===== src/rtl/cr16_pkg.sv =====
// Shared CR16 datapath constants and types.
package cr16_pkg;

  localparam int unsigned CR16_DATA_WIDTH = 16;
  localparam int unsigned CR16_NUM_REGS   = 16;

  typedef logic [15:0] cr16_word_t;
  typedef logic [3:0]  cr16_reg_addr_t;

endpackage : cr16_pkg


===== src/rtl/regfile_read_port.sv =====
// One combinational read port: register select, write bypass and pending mask.
module regfile_read_port
  import cr16_pkg::*;
#(
  parameter int unsigned DATA_WIDTH = $bits(cr16_word_t),
  parameter int unsigned NUM_REGS   = CR16_NUM_REGS,
  parameter int unsigned BYPASS     = 1,
  parameter int unsigned ZERO_REG   = 0,
  localparam int unsigned AW        = $clog2(NUM_REGS)
) (
  input  logic [NUM_REGS-1:0][DATA_WIDTH-1:0] regs_i,
  input  logic [NUM_REGS-1:0]                 pending_i,
  input  logic                                wr_en_i,
  input  logic [AW-1:0]                       wr_addr_i,
  input  logic [DATA_WIDTH-1:0]               wr_data_i,
  input  logic [AW-1:0]                       rd_addr_i,
  output logic [DATA_WIDTH-1:0]               rd_data_o,
  output logic                                rd_pending_o
);

  logic wr_to_r0;
  logic bypass_hit;

  // A write to a hard-wired r0 is discarded, so it must never be forwarded.
  always_comb begin
    wr_to_r0   = (ZERO_REG != 0) && (wr_addr_i == '0);
    bypass_hit = (BYPASS != 0) && wr_en_i && !wr_to_r0 && (wr_addr_i == rd_addr_i);
  end

  // Forwarded data is by definition the fresh value, so it is never pending.
  always_comb begin
    rd_data_o    = regs_i[rd_addr_i];
    rd_pending_o = pending_i[rd_addr_i];
    if (bypass_hit) begin
      rd_data_o    = wr_data_i;
      rd_pending_o = 1'b0;
    end
  end

endmodule : regfile_read_port


===== src/rtl/regfile_mp.sv =====
// Multi-port register file: one write port, NUM_RD read ports, pending scoreboard.
module regfile_mp
  import cr16_pkg::*;
#(
  parameter int unsigned DATA_WIDTH = $bits(cr16_word_t),
  parameter int unsigned NUM_REGS   = CR16_NUM_REGS,
  parameter int unsigned NUM_RD     = 2,
  parameter int unsigned BYPASS     = 1,
  parameter int unsigned ZERO_REG   = 0,
  localparam int unsigned AW        = $clog2(NUM_REGS)
) (
  input  logic                                I_CLK,
  input  logic                                I_NRESET,
  input  logic                                I_WR_EN,
  input  logic [AW-1:0]                       I_WR_ADDR,
  input  logic [DATA_WIDTH-1:0]               I_WR_DATA,
  input  logic                                I_RSV_EN,
  input  logic [AW-1:0]                       I_RSV_ADDR,
  input  logic [NUM_RD-1:0][AW-1:0]           I_RD_ADDR,
  output logic [NUM_RD-1:0][DATA_WIDTH-1:0]   O_RD_DATA,
  output logic [NUM_RD-1:0]                   O_RD_PENDING,
  output logic [NUM_REGS-1:0]                 O_PENDING,
  output logic [NUM_REGS-1:0][DATA_WIDTH-1:0] O_REG_DATA
);

  logic [NUM_REGS-1:0][DATA_WIDTH-1:0] regs_q, regs_d;
  logic [NUM_REGS-1:0]                 pending_q, pending_d;
  logic                                wr_allowed;
  logic                                rsv_allowed;

  // With a hard-wired r0, writes and reservations aimed at it are dropped.
  always_comb begin
    wr_allowed  = I_WR_EN  && !((ZERO_REG != 0) && (I_WR_ADDR  == '0));
    rsv_allowed = I_RSV_EN && !((ZERO_REG != 0) && (I_RSV_ADDR == '0));
  end

  // Next state: write clears pending, reserve applied last so it wins on a
  // same-address collision; reset overrides everything.
  always_comb begin
    regs_d    = regs_q;
    pending_d = pending_q;
    if (wr_allowed) begin
      regs_d[I_WR_ADDR]    = I_WR_DATA;
      pending_d[I_WR_ADDR] = 1'b0;
    end
    if (rsv_allowed) begin
      pending_d[I_RSV_ADDR] = 1'b1;
    end
    if (!I_NRESET) begin
      regs_d    = '0;
      pending_d = '0;
    end
  end

  // Storage and scoreboard registers.
  always_ff @(posedge I_CLK) begin
    regs_q    <= regs_d;
    pending_q <= pending_d;
  end

  // r0 is never written when hard-wired, so the stored state already reads 0.
  always_comb begin
    O_REG_DATA = regs_q;
    O_PENDING  = pending_q;
  end

  for (genvar k = 0; k < NUM_RD; k++) begin : gen_rd
    regfile_read_port #(
      .DATA_WIDTH (DATA_WIDTH),
      .NUM_REGS   (NUM_REGS),
      .BYPASS     (BYPASS),
      .ZERO_REG   (ZERO_REG)
    ) u_rd (
      .regs_i       (regs_q),
      .pending_i    (pending_q),
      .wr_en_i      (I_WR_EN),
      .wr_addr_i    (I_WR_ADDR),
      .wr_data_i    (I_WR_DATA),
      .rd_addr_i    (I_RD_ADDR[k]),
      .rd_data_o    (O_RD_DATA[k]),
      .rd_pending_o (O_RD_PENDING[k])
    );
  end

endmodule : regfile_mp


===== config.mk =====
export PLATFORM = sky130hd
export DESIGN_NAME = regfile_mp
export DESIGN_NICKNAME = d
export VERILOG_FILES = /design/src/rtl/cr16_pkg.sv /design/src/rtl/regfile_read_port.sv /design/src/rtl/regfile_mp.sv
export SDC_FILE = /design/constraint.sdc
export NUM_CORES = 1
export LEC_CHECK = 0
export CORE_ASPECT_RATIO = 1.75
export CORE_MARGIN = 2
export CORE_UTILIZATION = 56
export CTS_CLUSTER_DIAMETER = 50
export DETAILED_ROUTE_END_ITERATION = 16
export DONT_BUFFER_PORTS = 1
export GPL_ROUTABILITY_DRIVEN = 0
export HOLD_SLACK_MARGIN = 0.12
export PLACE_DENSITY = 0.69
export SKIP_LAST_GASP = 1
export SYNTH_ARGS = -nofsm -noshare
export SYNTH_HDL_FRONTEND = slang
export SYNTH_SLANG_ARGS = --single-unit

===== constraint.sdc =====
create_clock -name I_CLK -period 3 [get_ports I_CLK]
set_input_delay 0.6 -clock I_CLK [delete_from_list [all_inputs] [get_ports I_CLK]]
set_output_delay 0.6 -clock I_CLK [all_outputs]
set_load 0.005 [all_outputs]

==> results of run 1 <==
[state kept, by name, summed over array words and instances (netlist names)]
register / flops
O_PENDING: 16
O_REG_DATA: 256
[area by class of cell]
cell class                 count  area (um2)
tap                          324         405
clock buffer                  38         754
timing repair buffer          24         180
sequential                   272        5450
clock inverter                 7         119
fill                        2296       10700
multi-input combinational   1138        8940
[layer usage]
layer,vias up,track usage [%],routed length [um]
met3,99,10.2,4810
met2,578,53.6,23200
met1,5764,41.8,18000
met5,-,0,0
met4,0,12.2,1750
li1,5248,-,-
[cell usage after synthesis (3+ instances only)]
library cell  count  area (um2)
buf_4            13        97.6
nand2_1         528        1980
nor3_2            3        30.0
a211oi_1          4        30.0
xor2_1            6        52.6
a22oi_1          12        90.1
nor2_2            3        18.8
nand3_1           5        25.0
nor2b_1          22         138
a21boi_1         16         120
buf_1             7        26.3
a32oi_1           4        35.0
mux4_2          136        3060
clkbuf_1         93         349
buf_2            33         165
and3b_1           3        26.3
mux2_2           32         360
buf_6             6        67.6
mux2i_1          98         981
a21boi_0        240        1800
dfxtp_1         272        5450
nor2_1           12        45.0
[worst reg2reg max path, cell delays in order (launching register included)]
cell and delay (ns):
dfxtp_1 0.45, nand2_1 0.10, a21boi_0 0.23
[power by group through the flow]
stage                     Clock [mW]  Sequential, mW  Combinational (mW)
after global routing            3.61            3.73               0.409
final                           3.46            3.73               0.389
after floorplan                    0            3.78               0.551
after global placement             0            3.81               0.378
after CTS                       3.48            3.73               0.386
after detailed placement           0            3.81               0.384
[kinds of logic (layout without fill, tap and decap cells)]
family	Yosys count	after routing	synth area share (%)
compound gates	276	276	13.7
xor+xnor	8	8	0.464
buf+inv	154	69	4.83
flops	272	272	36.0
mux	266	266	29.1
simple gates	588	588	15.8
[how the worst max path moves through the flow]
stage / start / cells after the start / end
after floorplan: I_RD_ADDR[4] / 6 / O_RD_DATA[16]
after CTS: O_REG_DATA[213]$_SDFFE_PN0P_ / 4 / O_RD_DATA[5]
final: O_REG_DATA[69]$_SDFFE_PN0P_ / 4 / O_RD_DATA[5]
after detailed placement: I_RD_ADDR[3] / 4 / O_RD_DATA[5]
after global placement: I_RD_ADDR[0] / 4 / O_RD_DATA[5]
after global routing: O_REG_DATA[213]$_SDFFE_PN0P_ / 4 / O_RD_DATA[5]
[stage by stage]
stage	instances	power, mW
floorplan	1564	4.33
global placement	1758	4.19
detailed placement	1758	4.20
CTS	1803	7.60
global route	1803	7.75
finish	1803	7.57
[layout by cell type, fill, tap and decap left out, drive strengths merged, types with 5 or more instances in the layout]
| master | netlist | layout |
|---|---|---|
| nor2 | 15 | 15 |
| nand3 | 5 | 5 |
| buf | 60 | 24 |
| mux2 | 32 | 32 |
| clkbuf | 94 | 38 |
| a21boi | 256 | 256 |
| mux2i | 98 | 98 |
| a22oi | 12 | 12 |
| nand2 | 528 | 528 |
| nor2b | 22 | 22 |
| xor2 | 6 | 6 |
| mux4 | 136 | 136 |
| dfxtp | 272 | 272 |
==> flow_metrics.py, run 1 <==
metrics = {
    "global_routing": {
        "grtUsageTotal_pct": 33.2,
        "grt_pass1_wl_mm": 72.6,
        "grt_pass1_vias": 11400,
        "antenna_found_initial": 0,
        "grt_max_degree": 273,
        "grt-ovfl-total": 0,
    },
    "worst_setup_path": {
        "reg2reg_slack_ns": 2.14,
        "path_cells": "mux4_2, mux2i_1, mux2i_1, mux2_2",
        "cp-end-kind": "output pin",
        "crit_arrival_ns": 2.16,
        "worst_r2r_startpoint": "O_REG_DATA[68]$_SDFFE_PN0P_",
        "cp_slowest_cell": "mux4_2",
        "cp_top_family": "multiplexers",
        "max_stage_delay_ns": 0.47,
        "worst-r2r-cell-count": 2,
        "cp.required_ns": 2.40,
        "crit_buf_inv": 0,
        "crit_path_start_kind": "flip-flop",
        "r2r_end": "O_REG_DATA[68]$_SDFFE_PN0P_",
        "crit_fanout": 4,
        "worstSetupPathType": "flip-flop to output pin",
        "cp_common_cell": "mux2i_1",
    },
    "placement": {
        "placed_area_um2": 15000,
        "numPortBuffers": 0,
        "dp_slack_ns": 0.573,
        "dp_hpwl_mm": 33.0,
    },
    "timing": {
        "fin_skew_ns": 0,
        "finalHoldViolations": 0,
        "finalSetupTns_ns": 0,
        "setup_violations": 0,
        "maxSlewViolCount": 0,
        "timing.fmax_ghz": 0.362,
        "layout_min_cycle_time_ns": 2.76,
        "rsz0062_at_grt": "false",
        "post-route-period-util_pct": 92.0,
        "setup_slack_ns": 0.240,
        "worst_pin_slew_ns": 0.912,
        "slew-limit-headroom_pct": 39.1,
        "hold_ws_ns": 0.188,
    },
    "flow_run": {
        "cap_viol_max_count": 0,
    },
    "synth": {
        "async_flop_share_pct": 0,
        "syn_area_per_cell_um2": 9.67,
        "syn-cell-area_um2": 15100,
        "yosysWarnings": 0,
        "syn_nets": 1600,
        "yosysSeqAreaShare_pct": 36.0,
        "synth_edf_count": 0,
        "ys.flop_type": "dfxtp_1",
        "synth-seq-cells": 272,
        "ys_types": 32,
        "synthCells": 1564,
    },
    "floorplan": {
        "core-area_um2": 26600,
        "fp-row-count": 79,
        "die_width_um": 128,
        "pin_count": 342,
        "die_area_um2": 28400,
        "fp.dieH_um": 221,
        "start_util_pct": 56.9,
    },
    "clock_network": {
        "clock_path_buffers": 3,
        "postCtsHoldBufs": 0,
        "cts.sinks": 272,
        "clockRootBuffer": "clkbuf_16",
        "path_clk_slew_ns": 0.07,
        "clkLatencyLatePin_ns": 0.54,
        "cts_resized": 0,
        "cts_inserted_buffers": 25,
        "cts_tree": "built",
        "post-cts-setup-buffers": 0,
        "htree_levels": 1,
    },
    "final_layout": {
        "syn_to_final_growth_pct": 4.82,
        "diodes": 0,
        "final_cell_area_um2": 15800,
        "drive_above_1_share_pct": 16.4,
        "final_util_pct": 59.6,
        "nets": 1497,
    },
    "routing": {
        "wirelength_mm": 47.7,
        "drt-initial-drc-count": 1048,
        "wl_per_cell_um": 26.5,
        "dr_total_vias": 11700,
        "drt.antenna.violating_nets": 0,
        "vias_per_cell": 6.48,
        "drtPass1Iterations": 5,
        "drc": 0,
    },
    "pwr": {
        "ir_drop_mv": 0.505,
        "comb_power_share_pct": 5.1,
        "power_frac_clock_pct": 45.6,
        "power.switching_mw": 1.67,
        "sequentialPowerShare_pct": 49.2,
        "p_int_mw": 5.90,
        "p_leak_nw": 5.25,
        "p_per_area_nw_per_um2": 478,
        "switching_share_pct": 22.1,
    },
    "min_path": {
        "whs_endpoint": "O_REG_DATA[62]$_SDFFE_PN0P_",
        "hold_depth": 2,
        "hold_path_class": "input pin to flip-flop",
        "hold_start": "I_WR_DATA[14]",
    },
    "outcome": {
        "status": "complete, no violations",
    },
}
Power figures use the tool's default switching activity.
==> run 2, diff against run 1 <==
==> constraint.sdc (replaced) <==
create_clock -name I_CLK -period 2.9 [get_ports I_CLK]
set_input_delay 0.58 -clock I_CLK [delete_from_list [all_inputs] [get_ports I_CLK]]
set_output_delay 0.58 -clock I_CLK [all_outputs]
set_load 0.005 [all_outputs]
==> flow_metrics.py, run 2 (synthesis gave the netlist of run 1 again) <==
metrics = {
    "routing": {
        "drt-initial-drc-count": 1026,
        "dr_total_vias": 11800,
        "vias_per_cell": 6.56,
        "wl_per_cell_um": 26.5,
        "drt.antenna.violating_nets": 0,
        "drc": 0,
        "drtPass1Iterations": 5,
        "wirelength_mm": 47.8,
    },
    "outcome": {
        "status": "complete, no violations",
    },
    "timing": {
        "fin_skew_ns": 0,
        "maxSlewViolCount": 0,
        "finalHoldViolations": 0,
        "finalSetupTns_ns": 0,
        "rsz0062_at_grt": "false",
        "setup_violations": 0,
        "slew-limit-headroom_pct": 37.3,
        "worst_pin_slew_ns": 0.938,
        "post-route-period-util_pct": 92.5,
        "layout_min_cycle_time_ns": 2.68,
        "timing.fmax_ghz": 0.373,
    },
    "pwr": {
        "ir_drop_mv": 0.537,
        "p_leak_nw": 5.30,
        "p_per_area_nw_per_um2": 500,
        "finalPower_mw": 7.95,
    },
    "final_layout": {
        "diodes": 0,
        "syn_to_final_growth_pct": 5.20,
        "ff_latch_area_um2": 5450,
        "largest_register_ffs": 256,
        "fillCellCount": 2247,
        "final_common_cell": "nand2_1",
        "final_cell_mix": "nand2_1 (528), dfxtp_1 (272), a21boi_0 (240), mux4_2 (136), mux2i_1 (98)",
        "nets": 1500,
        "drive_above_1_share_pct": 16.7,
        "multiInputGateArea_um2": 8940,
    },
    "worst_setup_path": {
        "cp-end-kind": "output pin",
        "crit_path_start_kind": "flip-flop",
        "worstSetupPathType": "flip-flop to output pin",
        "crit_arrival_ns": 2.10,
        "cp.required_ns": 2.32,
        "crit_fanout": 4,
    },
    "clock_network": {
        "htree_levels": 1,
        "path_clk_slew_ns": 0.06,
        "clkLatencyLatePin_ns": 0.54,
        "cts_inserted_buffers": 26,
        "clock_path_buffers": 3,
        "postCtsHoldBufs": 0,
        "clockRootBuffer": "clkbuf_16",
        "cts_resized": 0,
        "cts_tree": "built",
        "cts.sinks": 272,
        "post-cts-setup-buffers": 0,
    },
    "global_routing": {
        "grt_pass1_vias": 11500,
        "antenna_found_initial": 0,
        "grt_pass1_wl_mm": 71.6,
        "grt-ovfl-total": 0,
        "grtUsageTotal_pct": 32.9,
        "grt_max_degree": 273,
    },
    "floorplan": {
        "pin_count": 342,
        "fp.dieH_um": 221,
        "die_width_um": 128,
        "start_util_pct": 56.9,
        "die_area_um2": 28400,
        "core-area_um2": 26600,
        "fp-row-count": 79,
    },
    "placement": {
        "dp_hpwl_mm": 33.2,
        "numPortBuffers": 0,
    },
    "min_path": {
        "hold_path_class": "input pin to flip-flop",
    },
    "flow_run": {
        "cap_viol_max_count": 0,
    },
}
## run 2: changes by cell type in the layout (fill, tap and decap cells not counted)
| cell | previous run | this run |
|---|---|---|
| clkinv_2 | 1 | 5 |
| clkbuf_16 | 25 | 27 |
| clkinvlp_4 | 2 | 1 |
| clkbuf_1 | 5 | 2 |
| buf_4 | 24 | 26 |
| inv_6 | 1 | 0 |
## run 2: path summary, 6_finish.rpt
path	start	to	slack, ns	cells past startpoint
max reg2reg	O_REG_DATA[15]$_SDFFE_PN0P_	O_REG_DATA[15]$_SDFFE_PN0P_	2.06	2
max	O_REG_DATA[213]$_SDFFE_PN0P_	O_RD_DATA[5]	0.22	4
min reg2reg	O_REG_DATA[36]$_SDFFE_PN0P_	O_REG_DATA[36]$_SDFFE_PN0P_	0.51	2
min	I_WR_DATA[9]	O_REG_DATA[185]$_SDFFE_PN0P_	0.16	2
## run 2: power by group
group / leakage [nW] / internal (mW) / switching (mW)
combinational: 2.65 / 0.258 / 0.145
clock: 0.455 / 2.16 / 1.53
sequential: 2.20 / 3.78 / 0.0738
total: 5.30 / 6.20 / 1.75
## run 2: final cells by class
type,count,share of cell area (%)
tap,324,2.55
clock buffer,37,4.99
clock inverter,9,0.771
multi-input combinational,1138,56.2
timing repair buffer,26,1.23
sequential,272,34.2
## run 2: through the flow
| stage | area [um2] | utilization, % | hold WS (ns) | setup slack, ns | instances |
|---|---|---|---|---|---|
| finish | 15900 | 59.8 | 0.162 | 0.218 | 1806 |
| global route | 15900 | 59.8 | 0.165 | 0.132 | 1806 |
| CTS | 15900 | 59.8 | 0.147 | 0.222 | 1806 |
| detailed placement | 15000 | 56.4 | 0.507 | 0.545 | 1760 |
| global placement | 15000 | 56.4 | 0.496 | 0.546 | 1760 |
| floorplan | 15100 | - | 0.470 | 0.346 | 1564 |
## run 2: critical path, cell delays in order (launching register included)
cell and delay, ns:
dfxtp_1 0.36, mux4_2 0.48, mux2i_1 0.29, mux2i_1 0.12, mux2_2 0.31
## run 2: per-layer routing
layer	part of all wire [%]	track usage [%]	vias up
met5	0	0	-
met2	49	53.1	600
met1	37	40.8	5876
met3	11	10.4	103
li1	-	-	5268
met4	3.6	12.8	0
